<file path="src/rtl/axis2adi_pkg.sv">
// Shared types and constants for the AXIS-to-ADI DAC converter.
package axis2adi_pkg;

  typedef enum logic [1:0] {
    ST_IDLE = 2'd0,
    ST_RUN  = 2'd1,
    ST_DONE = 2'd2
  } state_t;

  localparam int unsigned CTRL_EN    = 0;
  localparam int unsigned CTRL_CLR   = 1;

  localparam int unsigned STAT_BUSY  = 0;
  localparam int unsigned STAT_DONE  = 1;
  localparam int unsigned STAT_DUNF  = 2;
  localparam int unsigned STAT_TLAST = 3;
  localparam int unsigned STAT_LVL   = 8;
  localparam int unsigned STAT_LVL_W = 8;

  // Smallest r with 2**r >= nb; used as the byte-to-beat shift.
  function automatic int unsigned nb_log2(input int unsigned nb);
    int unsigned r;
    r = 0;
    for (int unsigned i = 0; i < 31; i++) begin
      if ((32'd1 << i) < nb) r = i + 1;
    end
    return r;
  endfunction

endpackage

</file>
<file path="src/rtl/axis2adi_fifo.sv">
// Synchronous FIFO with registered read data, fill level and flush.
module axis2adi_fifo #(
  parameter int unsigned W  = 64,
  parameter int unsigned AW = 4
) (
  input  logic          clk,
  input  logic          rst_n,
  input  logic          flush,
  input  logic          wr_en,
  input  logic [W-1:0]  wr_data,
  input  logic          rd_en,
  input  logic          rd_clr,
  output logic [W-1:0]  rd_data,
  output logic          full,
  output logic          empty,
  output logic [AW:0]   level
);

  localparam int unsigned DEPTH = 1 << AW;
  localparam int unsigned LW    = AW + 1;

  logic [W-1:0]  mem [DEPTH];
  logic [AW-1:0] wptr;
  logic [AW-1:0] rptr;
  logic          do_wr;
  logic          do_rd;

  assign full  = (level == LW'(DEPTH));
  assign empty = (level == '0);
  assign do_wr = wr_en && !full && !flush;
  assign do_rd = rd_en && !empty && !flush;

  // Storage array, written on accepted pushes.
  always_ff @(posedge clk) begin
    if (do_wr) mem[wptr] <= wr_data;
  end

  // Pointers and fill level; flush empties the buffer.
  always_ff @(posedge clk) begin
    if (!rst_n || flush) begin
      wptr  <= '0;
      rptr  <= '0;
      level <= '0;
    end else begin
      if (do_wr) wptr <= wptr + AW'(1);
      if (do_rd) rptr <= rptr + AW'(1);
      level <= level + LW'(do_wr) - LW'(do_rd);
    end
  end

  // Registered read port; rd_clr loads zero when no word is popped.
  always_ff @(posedge clk) begin
    if (!rst_n) begin
      rd_data <= '0;
    end else if (do_rd) begin
      rd_data <= mem[rptr];
    end else if (rd_clr) begin
      rd_data <= '0;
    end
  end

endmodule

</file>
<file path="src/rtl/axis2adi_conv.sv">
// Transmit converter: length-programmed AXI-Stream burst to ADI DAC FIFO port.
module axis2adi_conv
  import axis2adi_pkg::*;
#(
  parameter int unsigned C_S_AXIS_TDATA_NUM_BYTES = 8,
  parameter int unsigned C_FIFO_DEPTH_LOG2        = 4
) (
  input  logic                                  AXIS_ACLK,
  input  logic                                  AXIS_ARESETN,
  input  logic [8*C_S_AXIS_TDATA_NUM_BYTES-1:0] S_AXIS_TDATA,
  input  logic [C_S_AXIS_TDATA_NUM_BYTES-1:0]   S_AXIS_TSTRB,
  input  logic                                  S_AXIS_TLAST,
  input  logic                                  S_AXIS_TVALID,
  output logic                                  S_AXIS_TREADY,
  input  logic                                  dac_valid,
  output logic [8*C_S_AXIS_TDATA_NUM_BYTES-1:0] dac_data,
  output logic                                  dac_dunf,
  input  logic [31:0]                           ctrl,
  input  logic [31:0]                           num_bytes,
  output logic [31:0]                           stat
);

  localparam int unsigned DW      = 8 * C_S_AXIS_TDATA_NUM_BYTES;
  localparam int unsigned NB_LOG2 = nb_log2(C_S_AXIS_TDATA_NUM_BYTES);
  localparam int unsigned LW      = C_FIFO_DEPTH_LOG2 + 1;

  state_t        state;
  state_t        state_next;
  logic [31:0]   total;
  logic [31:0]   total_q;
  logic [31:0]   beats_in;
  logic [31:0]   beats_out;
  logic          en;
  logic          clr;
  logic          ready;
  logic          push;
  logic          pop;
  logic          zero_rd;
  logic          flush;
  logic          dunf_set;
  logic          tlast_set;
  logic          dunf_sticky;
  logic          tlast_sticky;
  logic          full;
  logic          empty;
  logic [LW-1:0] level;
  logic          unused_bits;

  assign total         = num_bytes >> NB_LOG2;
  assign en            = ctrl[CTRL_EN];
  assign clr           = ctrl[CTRL_CLR];
  assign S_AXIS_TREADY = ready;
  assign unused_bits   = ^{S_AXIS_TSTRB, ctrl[31:2]};

  axis2adi_fifo #(
    .W  (DW),
    .AW (C_FIFO_DEPTH_LOG2)
  ) u_fifo (
    .clk     (AXIS_ACLK),
    .rst_n   (AXIS_ARESETN),
    .flush   (flush),
    .wr_en   (push),
    .wr_data (S_AXIS_TDATA),
    .rd_en   (pop),
    .rd_clr  (zero_rd),
    .rd_data (dac_data),
    .full    (full),
    .empty   (empty),
    .level   (level)
  );

  // State register.
  always_ff @(posedge AXIS_ACLK) begin
    if (!AXIS_ARESETN) state <= ST_IDLE;
    else               state <= state_next;
  end

  // Next state, handshake, FIFO control and TLAST check.
  always_comb begin
    state_next = state;
    ready      = 1'b0;
    push       = 1'b0;
    pop        = 1'b0;
    zero_rd    = 1'b0;
    flush      = 1'b0;
    dunf_set   = 1'b0;
    tlast_set  = 1'b0;
    case (state)
      ST_IDLE: begin
        if (en) state_next = (total == '0) ? ST_DONE : ST_RUN;
      end
      ST_RUN: begin
        ready = !full && (beats_in < total_q);
        if (!en) begin
          state_next = ST_IDLE;
          flush      = 1'b1;
        end else begin
          push = S_AXIS_TVALID && ready;
          if (dac_valid) begin
            if (!empty) begin
              pop = 1'b1;
              if (beats_out + 32'd1 == total_q) state_next = ST_DONE;
            end else begin
              zero_rd  = 1'b1;
              dunf_set = 1'b1;
            end
          end
          if (push) begin
            tlast_set = (beats_in == total_q - 32'd1) ? !S_AXIS_TLAST : S_AXIS_TLAST;
          end
        end
      end
      ST_DONE: begin
        zero_rd = dac_valid;
        if (!en) state_next = ST_IDLE;
      end
      default: state_next = ST_IDLE;
    endcase
  end

  // Burst length capture, beat counters, underflow pulse and sticky status.
  always_ff @(posedge AXIS_ACLK) begin
    if (!AXIS_ARESETN) begin
      total_q      <= '0;
      beats_in     <= '0;
      beats_out    <= '0;
      dac_dunf     <= 1'b0;
      dunf_sticky  <= 1'b0;
      tlast_sticky <= 1'b0;
    end else begin
      if (state == ST_IDLE) total_q <= total;
      if (state_next != ST_RUN) begin
        beats_in  <= '0;
        beats_out <= '0;
      end else begin
        if (push) beats_in  <= beats_in + 32'd1;
        if (pop)  beats_out <= beats_out + 32'd1;
      end
      dac_dunf     <= dunf_set;
      dunf_sticky  <= dunf_set  ? 1'b1 : (clr ? 1'b0 : dunf_sticky);
      tlast_sticky <= tlast_set ? 1'b1 : (clr ? 1'b0 : tlast_sticky);
    end
  end

  // Status word assembled from registered state.
  always_comb begin
    stat                          = '0;
    stat[STAT_BUSY]               = (state == ST_RUN);
    stat[STAT_DONE]               = (state == ST_DONE);
    stat[STAT_DUNF]               = dunf_sticky;
    stat[STAT_TLAST]              = tlast_sticky;
    stat[STAT_LVL +: STAT_LVL_W]  = STAT_LVL_W'(level);
  end

endmodule

</file>
<file path="config.mk">
export PLATFORM = sky130hd
export DESIGN_NAME = axis2adi_conv
export DESIGN_NICKNAME = d
export VERILOG_FILES = /design/src/rtl/axis2adi_pkg.sv /design/src/rtl/axis2adi_fifo.sv /design/src/rtl/axis2adi_conv.sv
export SDC_FILE = /design/constraint.sdc
export NUM_CORES = 1
export LEC_CHECK = 0
export CORE_ASPECT_RATIO = 0.8
export CORE_MARGIN = 2
export CORE_UTILIZATION = 54
export DETAILED_ROUTE_END_ITERATION = 10
export GPL_ROUTABILITY_DRIVEN = 0
export PLACE_DENSITY = 0.85
export SLEW_MARGIN = 25
export SYNTH_ARGS = -nofsm -noshare
export SYNTH_HDL_FRONTEND = slang
export SYNTH_HIERARCHICAL = 1
export SYNTH_SLANG_ARGS = --single-unit
export TNS_END_PERCENT = 50
</file>
<file path="constraint.sdc">
create_clock -name AXIS_ACLK -period 7.7 [get_ports AXIS_ACLK]
set_input_delay 1.54 -clock AXIS_ACLK [delete_from_list [all_inputs] [get_ports AXIS_ACLK]]
set_output_delay 1.54 -clock AXIS_ACLK [all_outputs]
set_load 0.01 [all_outputs]
</file>
# Word-level counts from Yosys, hierarchy flattened
# Memory sizes are Yosys's and may differ from the RTL's. A register that Yosys moved wholly into a read port is not among the register bits.
# Index checks and enable logic that the tools add are counted.
[word_totals]
ff_bits = 175
in_bits = 141
ram_bits = 1024
elab_cells = 81
memories = 1
[memory_table]
columns = ["memory", "words", "word_bits", "rd", "rd_clocked_by_memory_dff", "write_ports", "line_no", "source"]
rows = [
  ["u_fifo.mem", 16, 64, 1, 1, 1, "axis2adi_fifo.sv:22", "logic [W-1:0] mem [DEPTH];"],
]
[op_classes]
n_reduce_logical = 19
add_sub_neg = 7
n_eq_ne = 6
n_bitwise = 1
mux = 35
order_cmp = 1
[ops]
columns = ["op", "count"]
rows = [
  ["64-bit two-way mux", 2],
  ["32-bit by 1-bit adder with 32-bit output (second input constant)", 2],
  ["32-bit by 29-bit equality test with 1-bit output", 1],
  ["32-bit equality test", 1],
  ["32-bit zero test", 1],
  ["32-bit by 29-bit less-than comparator with 1-bit output", 1],
  ["29-bit by 1-bit subtractor with 30-bit output (second input constant)", 1],
  ["1-bit two-way mux", 22],
  ["2-bit two-way mux", 7],
  ["4-bit by 1-bit adder with 4-bit output (second input constant)", 2],
  ["4-bit two-way mux", 2],
  ["1-bit logical AND", 6],
  ["2-bit one-hot mux with 3 select lines", 1],
  ["2-bit nonzero test", 3],
  ["5-bit by 1-bit adder with 5-bit output", 1],
  ["5-bit equality test (second input constant)", 1],
  ["1-bit zero test", 5],
  ["5-bit zero test", 1],
  ["5-bit by 1-bit subtractor with 5-bit output", 1],
  ["2-bit by 1-bit equality test with 1-bit output (second input constant)", 1],
  ["2-bit equality test (second input constant)", 1],
  ["2-bit zero test", 1],
  ["2-bit by 1-bit != test with 1-bit output (second input constant)", 1],
  ["1-bit one-hot mux with 2 select lines", 1],
  ["other kinds (3)", 3],
]

# Depth between registers and ports, before layout
# Gate-level depths: netlist of run 1.
[depth]
depth_word = 10
mapped_depth = 21

# Cells and area by module
# Netlist of run 1, hierarchy kept.
[modules_own_cells]
columns = ["mod", "cells_each", "instances", "area_per_inst_um2"]
rows = [
  ["axis2adi_fifo", 1942, 1, 41816.4],
  ["axis2adi_conv", 944, 1, 7460.9],
]

# Least setup slack after synthesis of run 1
# No wires, ideal clock.
[synth_timing]
kind = "input -> register"
from = "input port ctrl[0]"
to = "memory u_fifo.mem[0][0] (enable)"
setup_slack_ns = -0.019
arrival_time_ns = 7.155
path_stages = 9
setup_time_ns = 0.565
n_path_buf = 1
cell_sequence = "clkbuf_1 and2_1 nand2_1 or2_1 nor2_1 nor2b_1 and2_1 nand2_1 nor3_1"
[synth_between]
elab_chain_len = 6
[synth_lines]
columns = ["item", "line_no", "source"]
rows = [
  ["start, declared", "axis2adi_conv.sv:18", "input logic [31:0] ctrl,"],
  ["1-bit two-way mux", "axis2adi_conv.sv:94", "if (!en) begin"],
  ["1-bit two-way mux", "axis2adi_conv.sv:88", "case (state)"],
  ["via push", "axis2adi_conv.sv:36", "logic push;"],
  ["1-bit logical AND (2 in series)", "axis2adi_fifo.sv:30", "assign do_wr = wr_en && !full && !flush;"],
  ["1-bit two-way mux", "axis2adi_fifo.sv:35", "if (do_wr) mem[wptr] <= wr_data;"],
  ["1-bit two-way mux (implied by the code)", "axis2adi_fifo.sv:35", ""],
  ["end, declared", "axis2adi_fifo.sv:22", ""],
]
# The timed path passes the listed nets, and every way through them passes these cells.

# Final worst setup path of run 1
[layout_timing]
from = "register total_q[14]"
to = "output port S_AXIS_TREADY"
[layout_between]
elab_chain_len = 3
[layout_lines]
columns = ["item", "line_no", "source"]
rows = [
  ["start, declared", "axis2adi_conv.sv:30", "logic [31:0] total_q;"],
  ["start signal, assigned", "axis2adi_conv.sv:131", "if (state == ST_IDLE) total_q <= total;"],
  ["32-bit by 29-bit less-than comparator with 1-bit output", "axis2adi_conv.sv:93", "ready = !full && (beats_in < total_q);"],
  ["1-bit logical AND", "axis2adi_conv.sv:93", ""],
  ["1-bit two-way mux", "axis2adi_conv.sv:88", ""],
  ["end, declared", "axis2adi_conv.sv:14", "output logic S_AXIS_TREADY,"],
]
# Every way passes these cells.

==> summary.md, run 1 <==
| Metric | Value |
|---|---|
| Outcome | `finished, final reports clean` |
| Sw Ratio | `about a fifth` |
| ANT nets after route | `0` |
| Initial core utilization | `a little over half` |
| Layout Nets | `3229` |
| Worst Skew | `approximately 0.029 ns` |
| Fin crit period | `slightly above 5 ns` |
| Worst slew margin | `between 20% and 30%` |
| Comb power frac | `under 10%` |
| Initial DRC count | `approximately 3000` |
| First-pass GRT wire length | `between 150000 and 200000 um` |
| P per Cell Area | `232 nW/um^2` |
| Wire length on met2 | `roughly 55000 um` |
| Most common cell in the netlist | `edfxtp_1` |
| Post-DR wirelength/cell | `26.2 um` |
| Commonest cells post-synth | `edfxtp_1 (1024), mux4_2 (256), nor2_1 (181), dfxtp_1 (179), nand2_1 (119)` |
| Total power | `12.9 mW` |
| Final period util | `between 60 and 70%` |
| Area Growth Syn to Fin | `13.2%` |
| LEAKAGE | `~18 nW` |
| DRT Pass-1 Iters | `8` |
| Share of total power in the clock network | `between 40% and 50%` |
| Initial antenna violation count | `7` |
| TritonCTS Buffers | `between 100 and 150` |
| Buffers added on ports | `approximately 170` |
| Critical path endpoint category | `output pin` |
| DP Wirelength | `60600 um` |
| Placed Cells | `around 4100` |
| TritonCTS clock tree | `done` |
| Async set-reset flop share out of synthesis | `0%` |
| #FFs+latches synth | `1203` |
| Synth Warn # | `6` |
| CTS Sinks | `around 1200` |
| Clock buffer depth | `3` |
| Core area | `between 90000 and 100000 um^2` |
| Post-CTS setup buffers | `0` |
| Setup crit start kind | `flop` |
| Top Metal Used | `met5` |
| Final Util | `about three fifths` |
| RSZ-0062 raised after global routing | `no` |
| Hold Crit Class | `flop to flop` |
| Total grt overflow | `0` |
| Share of cells above drive strength 1 | `between 10% and 20%` |
| Post-route cell area | `~56000 um^2` |
| Pins Over Slew Limit | `0` |
| Largest net degree at the start of global routing | `about 150` |
| Max VDD drop | `roughly 0.00021 V` |
| WHS | `~0.44 ns` |
| Ranking of synthesized cells by area | `edfxtp_1 (62%), mux4_2 (12%), dfxtp_1 (7.3%)` |
| Clock Pin Slew Worst Setup and Hold Paths | `roughly 0.06 ns` |
| Vias in the first global route | `between 20000 and 30000` |
| Setup violators final | `0` |
| Io pins | `approximately 240` |
| Post-synthesis sequential area ratio | `a little over two thirds` |
| Fill cells | `~6000` |
| Area leader, netlist | `edfxtp_1` |
| Non-Filler Instances | `about 4300` |
| M1 wire length | `around 44000 um` |
| Clk root buf | `clkbuf_16` |
| Worst Path Required | `6.16 ns` |
| Yosys top cell area share | `62.4%` |
| Syn Area/Cell | `17.1 um^2` |
| Setup CP Type | `flop to output pin` |
| Gates resized, CTS repair | `0` |
| Switch Pwr | `approximately 2.7 mW` |
| Mapped cell area | `between 40000 and 50000 um^2` |
| Worst-Margin Slew | `1.07 ns` |
| Max-cap violations | `0` |
| H-Tree Depth | `3` |
| Placement-stage cell area | `between 50000 and 60000 um^2` |
| Max FO, Critical Path | `11` |
| CP Data Arrival Time | `approximately 3.6 ns` |
| Core Rows | `99` |
| Hold buffers post-CTS | `0` |
| DRC | `0` |
| Main synth FF type | `edfxtp_1` |
| Hold Violations, Final | `0` |
| Die X | `around 340 um` |
| Final wirelength | `114000 um` |
| Fmax | `between 150 and 200 MHz` |
| Power share of the sequential group | `a little under three fifths` |
| Clk_lat worst skew | `around 0.70 ns` |
| Die height | `between 200 and 300 um` |
| Yosys cell types | `76` |
| Total GRT Usage | `24.3%` |
| DR vias | `27139` |
| Die area | `between 90000 and 100000 um^2` |
| DR WL met3 | `approximately 11000 um` |
| Via/cell ratio | `around 6.2` |
| Internal power | `10.3 mW` |
| Cells after Synth | `~2900` |
| Post-synth EDFFs | `around 1000` |
[area by class of cell]
type / count / area (um^2) / area share, %
clock inverters: 64 / 657 / 1.18
inverters: 49 / 189 / 0.339
diodes: 3 / 7.51 / 0.0135
clock buffers: 140 / 2900 / 5.21
flip-flops and latches: 1203 / 34300 / 61.6
repair buffers: 214 / 2320 / 4.16
multi-input cells: 1464 / 13800 / 24.8
well taps: 1212 / 1520 / 2.72
[final timing paths]
path	start	end	slack [ns]	depth (start not counted)
worst max-delay path	total_q[14]	S_AXIS_TREADY	2.58	10
worst min-delay path	beats_in[30]	beats_in[30]	0.44	2
worst max register to register	total_q[9]	u_fifo/mem[15][53]	2.92	13
worst min register to register	beats_in[30]	beats_in[30]	0.44	2
[registers in the layout, summed over array words and instances (netlist names), 2 cells and up, named ones only]
| register | cells |
|---|---|
| beats_out | 32 |
| u_fifo/level | 5 |
| state | 2 |
| u_fifo/mem | 1024 |
| total_q | 29 |
| u_fifo/rd_data | 64 |
| beats_in | 32 |
| u_fifo/wptr | 4 |
| u_fifo/rptr | 4 |
[cells by family (layout without fill, tap and decap cells)]
logic type,after synthesis,after routing,synth area share (%)
xor+xnor,138,138,2.45
buf+inv,241,467,2.70
fa+ha+maj,48,48,1.23
simple gates,638,638,6.64
mux,356,356,13.7
compound gates,261,261,3.56
flops,1203,1203,69.7
other cells,1,26,0.00761
[through the flow]
| step | TNS [ns] | setup WS (ns) |
|---|---|---|
| after floorplan | -1.12 | -0.0176 |
| after global placement | 0 | 2.25 |
| after detailed placement | 0 | 2.25 |
| after CTS | 0 | 2.57 |
| after global routing | 0 | 2.40 |
| final | 0 | 2.58 |
[metal layers]
metal	vias up	track usage, %
li1	11551	-
met1	13814	33.3
met2	1518	39.2
met3	250	4.60
met4	6	8.57
met5	-	0
[power by group through the flow]
stage                     registers [mW]  clock network [mW]  logic (mW)
after CTS                           7.12                5.49       0.378
after global routing                7.12                5.72       0.418
after detailed placement            7.26                   0       0.374
after floorplan                     7.24                   0       0.229
final                               7.12                5.42       0.382
after global placement              7.26                   0       0.360
[cells in the final DEF, fill, tap and decap left out, types with 47 or more instances in the layout]
| cell type | count |
|---|---|
| edfxtp_1 | 1024 |
| mux4_2 | 256 |
| dfxtp_1 | 176 |
| clkdlybuf4s50_1 | 174 |
| nor2_1 | 169 |
| nand2_1 | 119 |
| a21oi_1 | 112 |
| clkbuf_16 | 109 |
| mux2i_1 | 98 |
| xnor2_1 | 97 |
| nand2b_1 | 75 |
| a211o_1 | 65 |
| inv_1 | 47 |
[worst max-delay path, stage by stage (launching register included)]
cell             delay [ns]
dfxtp_1                0.62
inv_1                  0.10
ha_1                   0.30
nand4_1                0.11
nor2_1                 0.25
o2111ai_1              0.15
a21oi_1                0.41
o21ai_0                0.17
a21oi_1                0.20
nor3b_1                0.08
clkdlybuf4s50_1        0.50
Power figures use the tool's default switching activity.
==> inputs of run 2 (changes only) <==
--- a/config.mk
+++ b/config.mk
@@ -7,10 +7,10 @@
 export LEC_CHECK = 0
 export CORE_ASPECT_RATIO = 0.8
 export CORE_MARGIN = 2
-export CORE_UTILIZATION = 54
+export CORE_UTILIZATION = 60
 export DETAILED_ROUTE_END_ITERATION = 10
 export GPL_ROUTABILITY_DRIVEN = 0
-export PLACE_DENSITY = 0.85
+export PLACE_DENSITY = 0.88
 export SLEW_MARGIN = 25
 export SYNTH_ARGS = -nofsm -noshare
 export SYNTH_HDL_FRONTEND = slang
==> constraint.sdc (replaced) <==
create_clock -name AXIS_ACLK -period 4.79 [get_ports AXIS_ACLK]
set_input_delay 0.958 -clock AXIS_ACLK [delete_from_list [all_inputs] [get_ports AXIS_ACLK]]
set_output_delay 0.958 -clock AXIS_ACLK [all_outputs]
set_load 0.01 [all_outputs]
==> summary.md, run 2 (synthesis results as in run 1) <==
| Metric | Value |
|---|---|
| Non-Filler Instances | `4262` |
| WHS | `0.462 ns` |
| Hold Violations, Final | `0` |
| Worst Hold Path Cells | `2` |
| Buffers added on ports | `between 150 and 200` |
| CP Data Arrival Time | `slightly above 5 ns` |
| Worst-Margin Slew | `between 1 and 1.5 ns` |
| CP most frequent cell | `inv_1` |
| Fin crit period | `roughly 4.6 ns` |
| Io pins | `239` |
| Core area | `80900 um^2` |
| Via/cell ratio | `6.64` |
| Initial DRC count | `3957` |
| Setup CP Type | `flop to flop` |
| Core Rows | `93` |
| Hold Path Sink | `beats_in[30]` |
| Commonest non-fill, non-tap cell in the layout | `edfxtp_1` |
| DRT Pass-1 Iters | `6` |
| CTS Sinks | `approximately 1200` |
| Pins Over Slew Limit | `0` |
| Max FO, Critical Path | `6` |
| Share of cells above drive strength 1 | `roughly 17%` |
| Placement-stage cell area | `52600 um^2` |
| Worst Path Required | `around 5.4 ns` |
| Largest net degree at the start of global routing | `~80` |
| CP max stage cell | `fa_1` |
| H-Tree Depth | `3` |
| Clk root buf | `clkbuf_16` |
| R2R setup slack | `between 0.2 and 0.25 ns` |
| Setup violators final | `0` |
| RR Startpoint | `u_fifo/level[2]` |
| Die area | `around 84000 um^2` |
| Final period util | `around 96%` |
| Crit path cell chain | `inv_1, ha_1, nand4bb_1, inv_1, a2111oi_2, o21ai_1, or2_1, nor2_2, nor2b_1, and2_1, inv_1, ha_1, inv_1, ha_1, fa_1, a21oi_1, nor2_1, or3_1, a21oi_1` |
| Power share of the sequential group | `between 50 and 60%` |
| DP Wirelength | `approximately 64000 um` |
| Fill cells | `between 4000 and 5000` |
| Total grt overflow | `0` |
| Share of total power in the clock network | `43.1%` |
| TritonCTS Buffers | `around 110` |
| DRC | `0` |
| Max VDD drop | `about 0.00040 V` |
| Clock buffer depth | `3` |
| First-pass GRT wire length | `between 150000 and 200000 um` |
| P per Cell Area | `~380 nW/um^2` |
| Final wirelength | `125000 um` |
| Vias in the first global route | `about 29000` |
| DR vias | `~28000` |
| Hold Crit Class | `flop to flop` |
| Placed Cells | `approximately 4100` |
| LEAKAGE | `18.2 nW` |
| TritonCTS clock tree | `done` |
| Area Growth Syn to Fin | `14.4%` |
| Critical path endpoint category | `flop` |
| Fmax | `roughly 220 MHz` |
| Sw Ratio | `roughly a fifth` |
| Initial core utilization | `around three fifths` |
| Max reg flops | `1024` |
| Post-route cell area | `about 56000 um^2` |
| Clk_lat worst skew | `a little under 0.7 ns` |
| Switch Pwr | `between 4 and 5 mW` |
| ANT nets after route | `0` |
| Final Util | `a little over two thirds` |
| Initial antenna violation count | `6` |
| Post-DR wirelength/cell | `29.2 um` |
| Die X | `324 um` |
| Total GRT Usage | `29.2%` |
| Worst r2r path cells | `19` |
| Die height | `260 um` |
| Layout Nets | `between 3000 and 4000` |
| Setup crit start kind | `flop` |
| Internal power | `between 15 and 20 mW` |
| Worst Skew | `0.0251 ns` |
| Clock Pin Slew Worst Setup and Hold Paths | `~0.07 ns` |
| Comb power frac | `slightly above 3%` |
| Largest regs | `u_fifo/mem x1024, u_fifo/rd_data x64` |
| Critical Path Max Stage Delay | `around 0.45 ns` |
| Outcome | `finished, final reports clean` |
| Most frequent cells in the layout | `edfxtp_1 (1024), mux4_2 (256), dfxtp_1 (175)` |
| Reg with most FFs | `u_fifo/mem` |
| Min-delay src | `beats_in[30]` |
| Max-cap violations | `0` |
| RR Endpoint | `u_fifo/level[4]` |
| Worst slew margin | `a little under a third` |
## run 2: critical path, delay by kind of cell (launching register included)
family	cells	cell delay [ns]
DFF	1	0.36
adders and majority gates	4	1.15
AOI/OAI and AO/OA	4	0.95
buffers and inverters	4	0.34
and+or+nand+nor	7	1.69
## run 2: final cells by class
cell class / count / area [um^2] / area share, %
Sequential cell: 1203 / 34300 / 60.9
Multi-Input combinational cell: 1464 / 13900 / 24.6
Clock buffer: 144 / 3030 / 5.38
Timing Repair Buffer: 246 / 2830 / 5.03
Tap cell: 1092 / 1370 / 2.42
Clock inverter: 60 / 718 / 1.27
Inverter: 49 / 189 / 0.335
Antenna cell: 4 / 10.0 / 0.0178
## run 2: power groups by stage
stage | logic [mW] | clock network (mW) | registers [mW]
2_1_floorplan | 0.368 | 0 | 11.6
5_1_grt | 0.708 | 9.54 | 11.4
3_3_place_gp | 0.594 | 0 | 11.7
3_5_place_dp | 0.631 | 0 | 11.7
4_1_cts | 0.642 | 9.20 | 11.4
6_report | 0.660 | 9.15 | 11.4
## run 2: what timing repair did
| item | in CTS | in global routing |
|---|---|---|
| gates resized for setup | 0 | 4 |
| hold buffers | 0 | 0 |
| buffers inserted | 0 | 1 |
| endpoints found under the setup margin | 0 | 1 |
## run 2: worst max-delay path by stage
| stage | from | end | slack (ns) |
|---|---|---|---|
| floorplan | total_q[9] | u_fifo/mem[12][0] | -0.79 |
| global placement | ctrl[0] | u_fifo/level[4] | 0.32 |
| detailed placement | u_fifo/level[2] | u_fifo/level[4] | 0.17 |
| CTS | u_fifo/level[2] | u_fifo/level[4] | 0.13 |
| global route | u_fifo/level[2] | u_fifo/level[4] | -0.04 |
| finish | u_fifo/level[2] | u_fifo/level[4] | 0.21 |
## run 2: per-layer routing
metal	up-vias	global-route usage, %	wire, um
met1	14354	38.3	43900
met4	4	11.3	5300
met5	-	0	20
met3	392	5.45	13200
li1	11620	-	-
met2	1914	49.2	62000
## run 2: metrics by stage
stage          setup WS, ns  TNS (ns)  total power [mW]
2_1_floorplan        -0.786   -665.10              12.0
3_3_place_gp          0.319         0              12.2
3_5_place_dp          0.169         0              12.3
4_1_cts               0.130         0              21.3
5_1_grt             -0.0428   -0.0428              21.7
6_report              0.208         0              21.2
